`src/rtl/scan_pkg.sv`:
```
// Shared types and byte constants for the PS/2 scan-code decoder and its event FIFO.
package scan_pkg;

  typedef enum logic [2:0] {
    ST_IDLE,
    ST_EXT,
    ST_BRK,
    ST_EXTBRK,
    ST_PAUSE
  } state_e;

  localparam logic [7:0] B_E0 = 8'hE0;
  localparam logic [7:0] B_F0 = 8'hF0;
  localparam logic [7:0] B_E1 = 8'hE1;
  localparam logic [7:0] B_FA = 8'hFA;
  localparam logic [7:0] B_AA = 8'hAA;
  localparam logic [7:0] B_EE = 8'hEE;
  localparam logic [7:0] B_FE = 8'hFE;
  localparam logic [7:0] B_00 = 8'h00;
  localparam logic [7:0] B_FF = 8'hFF;

  // Bytes following E1 that belong to the Pause/Break make sequence.
  localparam logic [2:0] PAUSE_SKIP = 3'd7;

  typedef struct packed {
    logic       ext;
    logic       brk;
    logic [7:0] code;
  } scan_ev_t;

  // Keyboard status/ack responses that carry no key information.
  function automatic logic is_status(input logic [7:0] b);
    return (b == B_FA) || (b == B_AA) || (b == B_EE) || (b == B_FE);
  endfunction

endpackage

```
`src/rtl/scan_fifo.sv`:
```
// Event FIFO: power-of-two depth, head presented straight from the storage registers.
module scan_fifo
  import scan_pkg::*;
#(
  parameter int unsigned DEPTH = 4
) (
  input  logic                     sysclk,
  input  logic                     rst_n,
  input  logic                     push_i,
  input  scan_ev_t                 din_i,
  input  logic                     pop_i,
  output scan_ev_t                 dout_o,
  output logic                     full_o,
  output logic                     empty_o,
  output logic [$clog2(DEPTH):0]   count_o
);

  localparam int unsigned AW = $clog2(DEPTH);
  localparam logic [AW:0] CNT_FULL = (AW + 1)'(DEPTH);

  scan_ev_t        mem_q [DEPTH];
  logic [AW-1:0]   wr_ptr_q, rd_ptr_q;
  logic [AW:0]     count_q, count_d;
  logic            do_push, do_pop;

  assign empty_o = (count_q == '0);
  assign full_o  = (count_q == CNT_FULL);
  assign count_o = count_q;
  assign dout_o  = mem_q[rd_ptr_q];

  // A full FIFO still accepts a push when the head leaves in the same cycle.
  assign do_pop  = pop_i && !empty_o;
  assign do_push = push_i && (!full_o || do_pop);

  always_comb begin
    count_d = count_q;
    unique case ({do_push, do_pop})
      2'b10:   count_d = count_q + (AW + 1)'(1);
      2'b01:   count_d = count_q - (AW + 1)'(1);
      default: count_d = count_q;
    endcase
  end

  always_ff @(posedge sysclk or negedge rst_n) begin
    if (!rst_n) begin
      for (int unsigned i = 0; i < DEPTH; i++) mem_q[i] <= '0;
      wr_ptr_q <= '0;
      rd_ptr_q <= '0;
      count_q  <= '0;
    end else begin
      if (do_push) begin
        mem_q[wr_ptr_q] <= din_i;
        wr_ptr_q        <= wr_ptr_q + AW'(1);
      end
      if (do_pop) rd_ptr_q <= rd_ptr_q + AW'(1);
      count_q <= count_d;
    end
  end

endmodule

```
`src/rtl/scan_ctrl.sv`:
```
// PS/2 scan-code set 2 decoder: folds E0/F0/E1 prefixes into key events, queues them,
// and throttles the keyboard through inhibit when the queue is nearly full.
module scan_ctrl
  import scan_pkg::*;
#(
  parameter int unsigned DEPTH   = 4,
  parameter int unsigned TIMEOUT = 2000
) (
  input  logic       sysclk,
  input  logic       rst_n,
  input  logic [7:0] byte_in,
  input  logic       byte_vld,
  input  logic       rx_err,
  output logic       inhibit,
  output logic [7:0] ev_code,
  output logic       ev_ext,
  output logic       ev_brk,
  output logic       ev_valid,
  input  logic       ev_ready,
  output logic       ovf,
  output logic       seq_err
);

  localparam int unsigned AW = $clog2(DEPTH);
  localparam int unsigned TW = $clog2(TIMEOUT + 1);
  localparam logic [TW-1:0] TMO_LAST = TW'(TIMEOUT - 1);
  localparam logic [AW:0]   CNT_INH  = (AW + 1)'(DEPTH - 1);

  state_e        state_q, state_d;
  logic [2:0]    skip_q, skip_d;
  logic [TW-1:0] tmo_q, tmo_d;
  logic          ovf_q, seq_err_q;
  logic          tmo_hit, push, err_set, pop, full, empty;
  scan_ev_t      push_ev, head;
  logic [AW:0]   count;

  assign tmo_hit = (state_q != ST_IDLE) && !rx_err && !byte_vld && (tmo_q == TMO_LAST);
  assign pop     = ev_valid && ev_ready;

  always_ff @(posedge sysclk or negedge rst_n) begin
    if (!rst_n) begin
      state_q   <= ST_IDLE;
      skip_q    <= '0;
      tmo_q     <= '0;
      ovf_q     <= 1'b0;
      seq_err_q <= 1'b0;
    end else begin
      state_q   <= state_d;
      skip_q    <= skip_d;
      tmo_q     <= tmo_d;
      ovf_q     <= ovf_q | (push && full && !pop);
      seq_err_q <= seq_err_q | err_set;
    end
  end

  always_comb begin
    state_d = state_q;
    skip_d  = skip_q;
    tmo_d   = tmo_q;
    if (rx_err || tmo_hit) begin
      state_d = ST_IDLE;
      skip_d  = '0;
      tmo_d   = '0;
    end else if (byte_vld) begin
      tmo_d = '0;
      unique case (state_q)
        ST_IDLE: begin
          if (byte_in == B_E0)      state_d = ST_EXT;
          else if (byte_in == B_F0) state_d = ST_BRK;
          else if (byte_in == B_E1) begin
            state_d = ST_PAUSE;
            skip_d  = PAUSE_SKIP;
          end
        end
        ST_EXT:              state_d = (byte_in == B_F0) ? ST_EXTBRK : ST_IDLE;
        ST_BRK, ST_EXTBRK:   state_d = ST_IDLE;
        ST_PAUSE: begin
          skip_d = skip_q - 3'd1;
          if (skip_q == 3'd1) state_d = ST_IDLE;
        end
        default:             state_d = ST_IDLE;
      endcase
    end else if (state_q != ST_IDLE) begin
      tmo_d = tmo_q + TW'(1);
    end
  end

  always_comb begin
    push    = 1'b0;
    push_ev = '0;
    err_set = 1'b0;
    if (rx_err || tmo_hit) begin
      err_set = 1'b1;
    end else if (byte_vld) begin
      unique case (state_q)
        ST_IDLE: begin
          if (byte_in == B_00 || byte_in == B_FF) err_set = 1'b1;
          else if (byte_in != B_E0 && byte_in != B_F0 && byte_in != B_E1 && !is_status(byte_in)) begin
            push    = 1'b1;
            push_ev = '{ext: 1'b0, brk: 1'b0, code: byte_in};
          end
        end
        ST_EXT: if (byte_in != B_F0) begin
          push    = 1'b1;
          push_ev = '{ext: 1'b1, brk: 1'b0, code: byte_in};
        end
        ST_BRK: begin
          push    = 1'b1;
          push_ev = '{ext: 1'b0, brk: 1'b1, code: byte_in};
        end
        ST_EXTBRK: begin
          push    = 1'b1;
          push_ev = '{ext: 1'b1, brk: 1'b1, code: byte_in};
        end
        ST_PAUSE: if (skip_q == 3'd1) begin
          push    = 1'b1;
          push_ev = '{ext: 1'b1, brk: 1'b0, code: B_E1};
        end
        default: push = 1'b0;
      endcase
    end
  end

  scan_fifo #(.DEPTH(DEPTH)) u_fifo (
    .sysclk  (sysclk),
    .rst_n   (rst_n),
    .push_i  (push),
    .din_i   (push_ev),
    .pop_i   (pop),
    .dout_o  (head),
    .full_o  (full),
    .empty_o (empty),
    .count_o (count)
  );

  assign ev_valid = !empty;
  assign ev_code  = head.code;
  assign ev_ext   = head.ext;
  assign ev_brk   = head.brk;
  assign inhibit  = (count >= CNT_INH);
  assign ovf      = ovf_q;
  assign seq_err  = seq_err_q;

endmodule

```
`config.mk`:
```
export PLATFORM = sky130hd
export DESIGN_NAME = scan_ctrl
export DESIGN_NICKNAME = d
export VERILOG_FILES = /design/src/rtl/scan_pkg.sv /design/src/rtl/scan_fifo.sv /design/src/rtl/scan_ctrl.sv
export SDC_FILE = /design/constraint.sdc
export NUM_CORES = 1
export LEC_CHECK = 0
export CORE_ASPECT_RATIO = 0.5
export CORE_MARGIN = 2
export CORE_UTILIZATION = 61
export CTS_BUF_LIST = sky130_fd_sc_hd__clkbuf_8
export DETAILED_ROUTE_END_ITERATION = 10
export PLACE_DENSITY = 0.85
export SYNTH_ARGS = -nofsm -noshare
export SYNTH_HDL_FRONTEND = slang
export SYNTH_SLANG_ARGS = --single-unit
```
`constraint.sdc`:
```
create_clock -name sysclk -period 3 [get_ports sysclk]
set_input_delay 0.3 -clock sysclk [delete_from_list [all_inputs] [get_ports sysclk]]
set_output_delay 0.3 -clock sysclk [all_outputs]
set_load 0.01 [all_outputs]
```
==> results of run 1 <==
-- per-layer routing --
layer	vias to the layer above	track usage [%]	wire length, um
li1	1126	-	-
met1	1239	33.4	3360
met2	49	39.4	3490
met3	11	7.52	337
met4	0	7.67	101
met5	-	0	0
-- repair_timing --
action / in CTS / in global routing
buffers inserted: 0 / 0
setup endpoints to repair: 0 / 0
hold endpoints to repair: 16 / 0
hold buffers: 1 / 0
-- worst reg2reg max path, stage by stage, from the launching register on --
cell and delay (ns):
sky130_fd_sc_hd__dfrtp_1 0.49, sky130_fd_sc_hd__or3_1 0.53, sky130_fd_sc_hd__nor3_2 0.32, sky130_fd_sc_hd__a21oi_4 0.10, sky130_fd_sc_hd__nor2_1 0.15, sky130_fd_sc_hd__inv_1 0.08
sky130_fd_sc_hd__ha_1 0.20, sky130_fd_sc_hd__inv_1 0.07, sky130_fd_sc_hd__fa_1 0.40, sky130_fd_sc_hd__o21ai_0 0.20
-- stage by stage --
| step | TNS, ns | util (%) | instances | instance area, um2 | setup slack [ns] |
|---|---|---|---|---|---|
| 2_1_floorplan | 0 | - | 290 | 3610 | 0.334 |
| 3_3_place_gp | 0 | 72.0 | 397 | 4020 | 0.0282 |
| 3_5_place_dp | -0.0881 | 72.0 | 397 | 4020 | -0.0881 |
| 4_1_cts | 0 | 76.6 | 414 | 4280 | 0.255 |
| 5_1_grt | 0 | 76.6 | 414 | 4280 | 0.0730 |
| 6_report | 0 | 76.6 | 414 | 4280 | 0.235 |
-- cell type report --
type                            instances  share of cell area, %
Multi-Input combinational cell        198                   42.5
Sequential cell                        66                   38.6
Timing Repair Buffer                   48                   9.88
Clock buffer                            9                   2.89
Clock inverter                          7                   2.89
Tap cell                               73                   2.13
Inverter                               13                   1.14
-- flip-flops by register name, indices dropped and copies added (netlist names) --
signal,count
state_q,3
u_fifo.mem_q,40
u_fifo.wr_ptr_q,2
skip_q,3
seq_err,1
tmo_q,11
ovf,1
u_fifo.rd_ptr_q,2
u_fifo.count_o,3
-- cell families (layout without fill, tap and decap cells) --
logic type                 Yosys count  in the layout  synth area share (%)
adders and majority gates            9              9                  3.33
muxes                               51             51                  23.2
xor gates and xnor gates            16             16                  3.89
and+or+nand+nor                     95             95                  14.4
DFF                                 66             66                  45.8
buffers and inverters               26             77                  3.78
AOI/OAI and AO/OA                   27             27                  5.55
-- power by group through the flow --
| stage | logic, mW | registers, mW | clock network (mW) |
|---|---|---|---|
| floorplan | 0.865 | 1.29 | 0 |
| global placement | 1.14 | 1.39 | 0 |
| detailed placement | 1.18 | 1.41 | 0 |
| CTS | 1.20 | 1.40 | 0.947 |
| global route | 1.27 | 1.44 | 0.992 |
| finish | 1.18 | 1.40 | 0.930 |
-- layout by cell type, fill, tap and decap left out, types with 2 or more instances in the layout --
cell type | Yosys | layout
sky130_fd_sc_hd__dfrtp_1 | 66 | 66
sky130_fd_sc_hd__mux2_4 | 40 | 40
sky130_fd_sc_hd__nor2_1 | 30 | 30
sky130_fd_sc_hd__clkdlybuf4s50_1 | 0 | 25
sky130_fd_sc_hd__buf_4 | 0 | 21
sky130_fd_sc_hd__nand2_1 | 17 | 17
sky130_fd_sc_hd__inv_1 | 13 | 13
sky130_fd_sc_hd__mux4_2 | 10 | 10
sky130_fd_sc_hd__xnor2_1 | 10 | 10
sky130_fd_sc_hd__nand3_1 | 9 | 9
sky130_fd_sc_hd__clkbuf_8 | 0 | 9
sky130_fd_sc_hd__ha_1 | 8 | 8
sky130_fd_sc_hd__xor2_1 | 6 | 6
sky130_fd_sc_hd__nand2b_1 | 5 | 5
sky130_fd_sc_hd__nor3_1 | 4 | 4
sky130_fd_sc_hd__nor4_1 | 4 | 4
sky130_fd_sc_hd__o211ai_1 | 4 | 4
sky130_fd_sc_hd__nor3b_2 | 4 | 4
sky130_fd_sc_hd__or3_1 | 3 | 3
sky130_fd_sc_hd__nor3_2 | 3 | 3
sky130_fd_sc_hd__a211oi_1 | 3 | 3
sky130_fd_sc_hd__or2_2 | 3 | 3
sky130_fd_sc_hd__a21oi_1 | 3 | 3
sky130_fd_sc_hd__a21o_1 | 3 | 3
sky130_fd_sc_hd__o31ai_1 | 3 | 3
sky130_fd_sc_hd__and3_1 | 3 | 3
sky130_fd_sc_hd__o21ai_0 | 3 | 3
sky130_fd_sc_hd__bufinv_16 | 0 | 3
sky130_fd_sc_hd__nor4b_1 | 2 | 2
sky130_fd_sc_hd__a31oi_1 | 2 | 2
sky130_fd_sc_hd__inv_6 | 0 | 2
-- final timing paths --
path	slack, ns	end	start	cells past startpoint
max in group asynchronous	1.63	seq_err$_DFF_PN0_	rst_n	3
setup / recovery	0.24	u_fifo.count_o[2]$_DFFE_PN0P_	byte_in[1]	14
setup reg to reg	0.35	u_fifo.count_o[1]$_DFFE_PN0P_	state_q[2]$_DFFE_PN0P_	9
hold reg to reg	0.47	ovf$_DFF_PN0_	ovf$_DFF_PN0_	1
hold / removal	0.38	tmo_q[0]$_DFFE_PN0P_	rst_n	2
min in group sysclk	0.47	ovf$_DFF_PN0_	ovf$_DFF_PN0_	1
==> PnR_summary.wiki, run 1 <==
{| class="wikitable"
! Metric !! Value
|-
| Number of clock sinks || 66
|-
| Routed wire length || 7300 um
|-
| Run status || completed
|-
| Biggest cell delay along the critical path || 0.46 ns
|-
| Diodes inserted || 0
|-
| Max-cap check violation count || 0
|-
| Number of enable-type register cells in the synthesized netlist || 0
|-
| Area Overhead vs Synth || 18.7%
|-
| Proportion of synthesized flip-flops having asynchronous set or reset || 100%
|-
| Most frequent cells after synthesis || sky130_fd_sc_hd__dfrtp_1, sky130_fd_sc_hd__mux2_4, sky130_fd_sc_hd__nor2_1
|-
| Clock latency on the worst-skew pair || 0.36 ns
|-
| HPWL after DPL || 5010 um
|-
| Total of flip-flops plus latches after synthesis || 66
|-
| Average via count per standard cell || 5.86
|-
| Cell taking the most area after synthesis || sky130_fd_sc_hd__dfrtp_1
|-
| Highest fanout seen on the critical path || 5
|-
| Power density cells || 821 mW/mm2
|-
| Number of distinct library cells after synthesis || 46
|-
| Number of warnings issued by yosys || 0
|-
| Share of the yosys chip area belonging to registers || 45.8%
|-
| First-pass iteration count of the detailed router || 4
|-
| Largest net degree at the start of global routing || 51
|-
| Number of design-rule violations left by the first detailed-router iteration || 175
|-
| Area used by sequential logic in the layout || 0.00165 mm2
|-
| Fraction of synthesized cell area taken by the top area cell type || 45.8%
|-
| Number of routed nets with antenna violations || 0
|-
| Number of top-level design ports || 27
|-
| Die outline height || 58.4 um
|-
| Critical-path cell list || clkdlybuf4s50_1 > or3_1 > buf_4 > nor3_1 > nor3_2 > a21oi_4 > nor2_1 > inv_1 > ha_1 > inv_1 > fa_1 > xor2_1 > nor2_1 > xor2_1
|-
| Area of the multi-input gates || 0.00182 mm2
|-
| First-pass GRT wire length || 12,200 um
|-
| Worst Max-Slew Pin Slew || 0.794 ns
|-
| Count of endpoints failing hold in the final timing report || 0
|-
| Top Family by Delay on Critical Path || simple AND/OR/NAND/NOR gates
|-
| Final hold slack || 0.384 ns
|-
| Final setup skew || 0.0153 ns
|-
| Switching component of the power || 1.00 mW
|-
| Port Buf Inserts || 26
|-
| Setup repair after global routing missed its margin || no
|-
| Fraction of final layout cells with drive strength greater than 1 || 31.4%
|-
| Final weighted congestion of routability-driven global placement || 0.891
|-
| Maximum level of the CTS H-tree || 3
|-
| Number of gates resized after CTS || 0
|-
| Clk root buf || sky130_fd_sc_hd__clkbuf_8
|-
| Leakage power || 1.91 nW
|-
| Synth top area cells || sky130_fd_sc_hd__dfrtp_1, sky130_fd_sc_hd__mux2_4, sky130_fd_sc_hd__mux4_2
|-
| Global routing usage summed across all routing layers || 24.7%
|-
| Startpoint Class || primary input
|-
| Clock transition at the registers of the reported paths || 0.08 ns
|-
| Crit. End Element || flip-flop
|-
| Worst endpoint required time || 3.28 ns
|-
| Clock power frac || 26.4%
|-
| DRC violation count after routing || 0
|-
| Total design power || 3.52 mW
|-
| Slowest stage cell, crit path || sky130_fd_sc_hd__clkdlybuf4s50_1
|-
| Maximum clock frequency || 362 MHz
|-
| Cell area after technology mapping || 0.00361 mm2
|-
| WP data arrival || 3.04 ns
|-
| Slew Limit Headroom || 46.6%
|-
| Die outline area || 0.00658 mm2
|-
| Starting density of the core || 64.5%
|-
| Filler Cells Inserted || 331
|-
| Number of buffers on the longest clock path || 2
|-
| Sum of buffers and inverters on the critical path || 4
|-
| Power share of the combinational group || 33.7%
|-
| Final net count || 358
|-
| Number of clock buffers inserted by TritonCTS || 9
|-
| Post-layout minimum cycle time || 2.76 ns
|-
| Std-Cell Core Area || 0.00559 mm2
|-
| Largest voltage drop on the vdd net || 704 uV
|-
| Final worst path period share || 92.2%
|-
| Number of rows in the core area || 19
|-
| Detailed-route wire length per cell || 17.6 um
|-
| Mean Syn Cell Area || 12.4 um2
|-
| Final number of max-transition violations || 0
|-
| Switching portion of total power || 28.6%
|-
| Via count of the first global-routing pass || 2,461
|-
| Clock tree from TritonCTS || built
|-
| Detailed-route via count || 2,425
|-
| Final setup violation count || 0
|-
| Flop pwr share || 39.9%
|-
| Internal power || 2.51 mW
|-
| Horizontal die dimension || 113 um
|-
| Antenna violations before repair || 0
|-
| Total global routing overflow || 0
|-
| Dominant cell by count in the synthesized netlist || sky130_fd_sc_hd__dfrtp_1
|-
| Syn Inst Count || 290
|-
| Top flip-flop cell by instance count after synthesis || sky130_fd_sc_hd__dfrtp_1
|-
| Min-delay worst type || in -> async
|-
| Net count after synthesis || 312
|-
| Kind of critical path || in -> reg
|}
No activity file was read; power rests on OpenSTA's default activity.
==> run 2: changes to the inputs <==
--- a/config.mk
+++ b/config.mk
@@ -10,6 +10,7 @@
 export CORE_UTILIZATION = 61
 export CTS_BUF_LIST = sky130_fd_sc_hd__clkbuf_8
 export DETAILED_ROUTE_END_ITERATION = 10
+export MAX_ROUTING_LAYER = met4
 export PLACE_DENSITY = 0.85
 export SYNTH_ARGS = -nofsm -noshare
 export SYNTH_HDL_FRONTEND = slang
==> run 2 against run 1 <==
Effect of this change:
- largest power group unchanged
- power about the same
- critical endpoint unchanged
- clock power about the same
- via count decreased by 0.21%
==> PnR_summary.wiki, run 2 (synthesized netlist as in run 1, its figures left out) <==
{| class="wikitable"
! Metric !! Value
|-
| Routed wire length || 7310 um (+0.19%)
|-
| Average via count per standard cell || 5.85 (-0.21%)
|-
| Critical-path cell list || clkdlybuf4s50_1 > or3_1 > buf_4 > nor3_1 > nor3_2 > a21oi_4 > nor2_1 > inv_1 > ha_1 > inv_1 > fa_1 > xor2_1 > nor2_1 > xor2_1
|-
| Final setup violation count || 0 (unchanged)
|-
| Highest fanout seen on the critical path || 5 (unchanged)
|-
| Detailed-route via count || 2,420 (-0.21%)
|-
| Setup repair after global routing missed its margin || no
|-
| Worst Max-Slew Pin Slew || 0.794 ns (+0.000252 ns)
|-
| Die outline height || 58.4 um (unchanged)
|-
| Commonest non-fill, non-tap cell in the layout || sky130_fd_sc_hd__dfrtp_1
|-
| WP data arrival || 3.05 ns (about the same)
|-
| Final setup skew || 0.0160 ns (+0.000768 ns)
|-
| Diodes inserted || 0 (unchanged)
|-
| Number of clock sinks || 66 (unchanged)
|-
| Clock transition at the registers of the reported paths || 0.08 ns (about the same)
|-
| Detailed-route wire length per cell || 17.7 um (+0.19%)
|-
| Share of the core filled with cells || 76.6% (unchanged)
|-
| Min-delay worst type || in -> async
|-
| Final weighted congestion of routability-driven global placement || 0.906 (+1.7%)
|-
| Clock tree from TritonCTS || built
|-
| Most flops, register || u_fifo.mem_q
|-
| First-pass GRT wire length || 12,200 um (-0.22%)
|-
| Clk root buf || sky130_fd_sc_hd__clkbuf_8
|-
| Final worst path period share || 92.3% (+0.16 points)
|-
| HPWL after DPL || 5010 um (unchanged)
|-
| Top library cells by usage in the layout, fill and taps aside || sky130_fd_sc_hd__dfrtp_1, sky130_fd_sc_hd__mux2_4, sky130_fd_sc_hd__nor2_1
|-
| Maximum clock frequency || 361 MHz (-0.18%)
|-
| Number of rows in the core area || 19 (unchanged)
|-
| Setup fix buffers added after clock tree synthesis || 0 (unchanged)
|-
| Number of buffers on the longest clock path || 2 (unchanged)
|-
| Starting density of the core || 64.5% (unchanged)
|-
| Kind of critical path || in -> reg
|-
| Slew Limit Headroom || 46.6% (about the same)
|-
| Sum of buffers and inverters on the critical path || 4 (unchanged)
|-
| Horizontal die dimension || 113 um (unchanged)
|-
| Biggest cell delay along the critical path || 0.47 ns (about the same)
|-
| Final net count || 358 (unchanged)
|-
| Run status || completed
|-
| Std-Cell Core Area || 0.00559 mm2 (unchanged)
|-
| Number of routed nets with antenna violations || 0 (unchanged)
|-
| DRC violation count after routing || 0 (unchanged)
|-
| Number of clock buffers inserted by TritonCTS || 9 (unchanged)
|-
| Final number of max-transition violations || 0 (unchanged)
|-
| Total global routing overflow || 0 (unchanged)
|-
| Clock latency on the worst-skew pair || 0.36 ns (about the same)
|-
| Global routing usage summed across all routing layers || 25.5% (+0.83 points)
|-
| Post-layout minimum cycle time || 2.77 ns (+0.00484 ns)
|-
| Top Family by Delay on Critical Path || simple AND/OR/NAND/NOR gates
|-
| Fraction of final layout cells with drive strength greater than 1 || 31.4% (unchanged)
|-
| Max-cap check violation count || 0 (unchanged)
|-
| Number of gates resized after CTS || 0 (unchanged)
|-
| Die outline area || 0.00658 mm2 (unchanged)
|-
| Area Overhead vs Synth || 18.7% (unchanged)
|-
| Final hold slack || 0.385 ns (+0.00119 ns)
|-
| Via count of the first global-routing pass || 2,464 (+0.12%)
|-
| Count of endpoints failing hold in the final timing report || 0 (unchanged)
|-
| Startpoint Class || primary input
|-
| First-pass iteration count of the detailed router || 4 (unchanged)
|-
| Power density cells || 822 mW/mm2 (about the same)
|-
| Slowest stage cell, crit path || sky130_fd_sc_hd__clkdlybuf4s50_1
|-
| Largest voltage drop on the vdd net || 704 uV (about the same)
|-
| Port Buf Inserts || 26 (unchanged)
|-
| Top flop regs || u_fifo.mem_q (40), tmo_q (11)
|-
| Antenna violations before repair || 0 (unchanged)
|-
| Crit. End Element || flip-flop
|-
| Largest net degree at the start of global routing || 51 (unchanged)
|-
| Worst endpoint required time || 3.28 ns (about the same)
|-
| Number of top-level design ports || 27 (unchanged)
|-
| Flip-flop count of the largest register after layout || 40 (unchanged)
|-
| Total design power || 3.52 mW (about the same)
|-
| Number of design-rule violations left by the first detailed-router iteration || 179 (+2.3%)
|-
| Leakage power || 1.91 nW (unchanged)
|-
| Maximum level of the CTS H-tree || 3 (unchanged)
|}
[run 2: cell type report]
class | count | area, um2
timing repair buffer | 48 | 423
tap | 73 | 91.3
sequential | 66 | 1650
multi-input combinational | 198 | 1820
inverter | 13 | 48.8
clock inverter | 7 | 124
clock buffer | 9 | 124
fill | 331 | 1310
[run 2: path summary, 6_finish.rpt]
check | cells after the start | slack [ns] | from | endpoint
worst max-delay path | 14 | 0.23 | byte_in[1] | u_fifo.count_o[2]$_DFFE_PN0P_
min in group sysclk | 1 | 0.47 | ovf$_DFF_PN0_ | ovf$_DFF_PN0_
max in group asynchronous | 3 | 1.63 | rst_n | seq_err$_DFF_PN0_
worst max register to register | 9 | 0.34 | state_q[2]$_DFFE_PN0P_ | u_fifo.count_o[1]$_DFFE_PN0P_
worst min register to register | 1 | 0.47 | ovf$_DFF_PN0_ | ovf$_DFF_PN0_
worst min-delay path | 2 | 0.39 | rst_n | tmo_q[1]$_DFFE_PN0P_
[run 2: layer usage]
layer,vias up,part of all wire (%),global-route usage (%)
li1,1120,-,-
met1,1229,47,33.6
met2,60,47,39.3
met3,11,4.5,7.52
met4,0,1.4,7.67
met5,-,0,-
[run 2: where the power goes]
part           total [mW]  leakage, nW  switching [mW]  internal, mW
combinational        1.19        0.926           0.389         0.796
clock               0.931        0.120           0.373         0.559
sequential           1.40        0.861           0.245          1.16
total                3.52         1.91            1.01          2.51
[run 2: metrics by stage]
step	setup TNS, ns	cells	setup slack [ns]	area (um2)
floorplan	0	290	0.334	3610
global placement	0	397	0.0282	4020
detailed placement	-0.0881	397	-0.0881	4020
CTS	0	414	0.255	4280
global route	0	414	0.0733	4280
finish	0	414	0.230	4280
[run 2: repair_timing]
item                                    CTS  global route
hold buffers                              1             0
endpoints found under the setup margin    0             0
hold endpoints to repair                 16             0
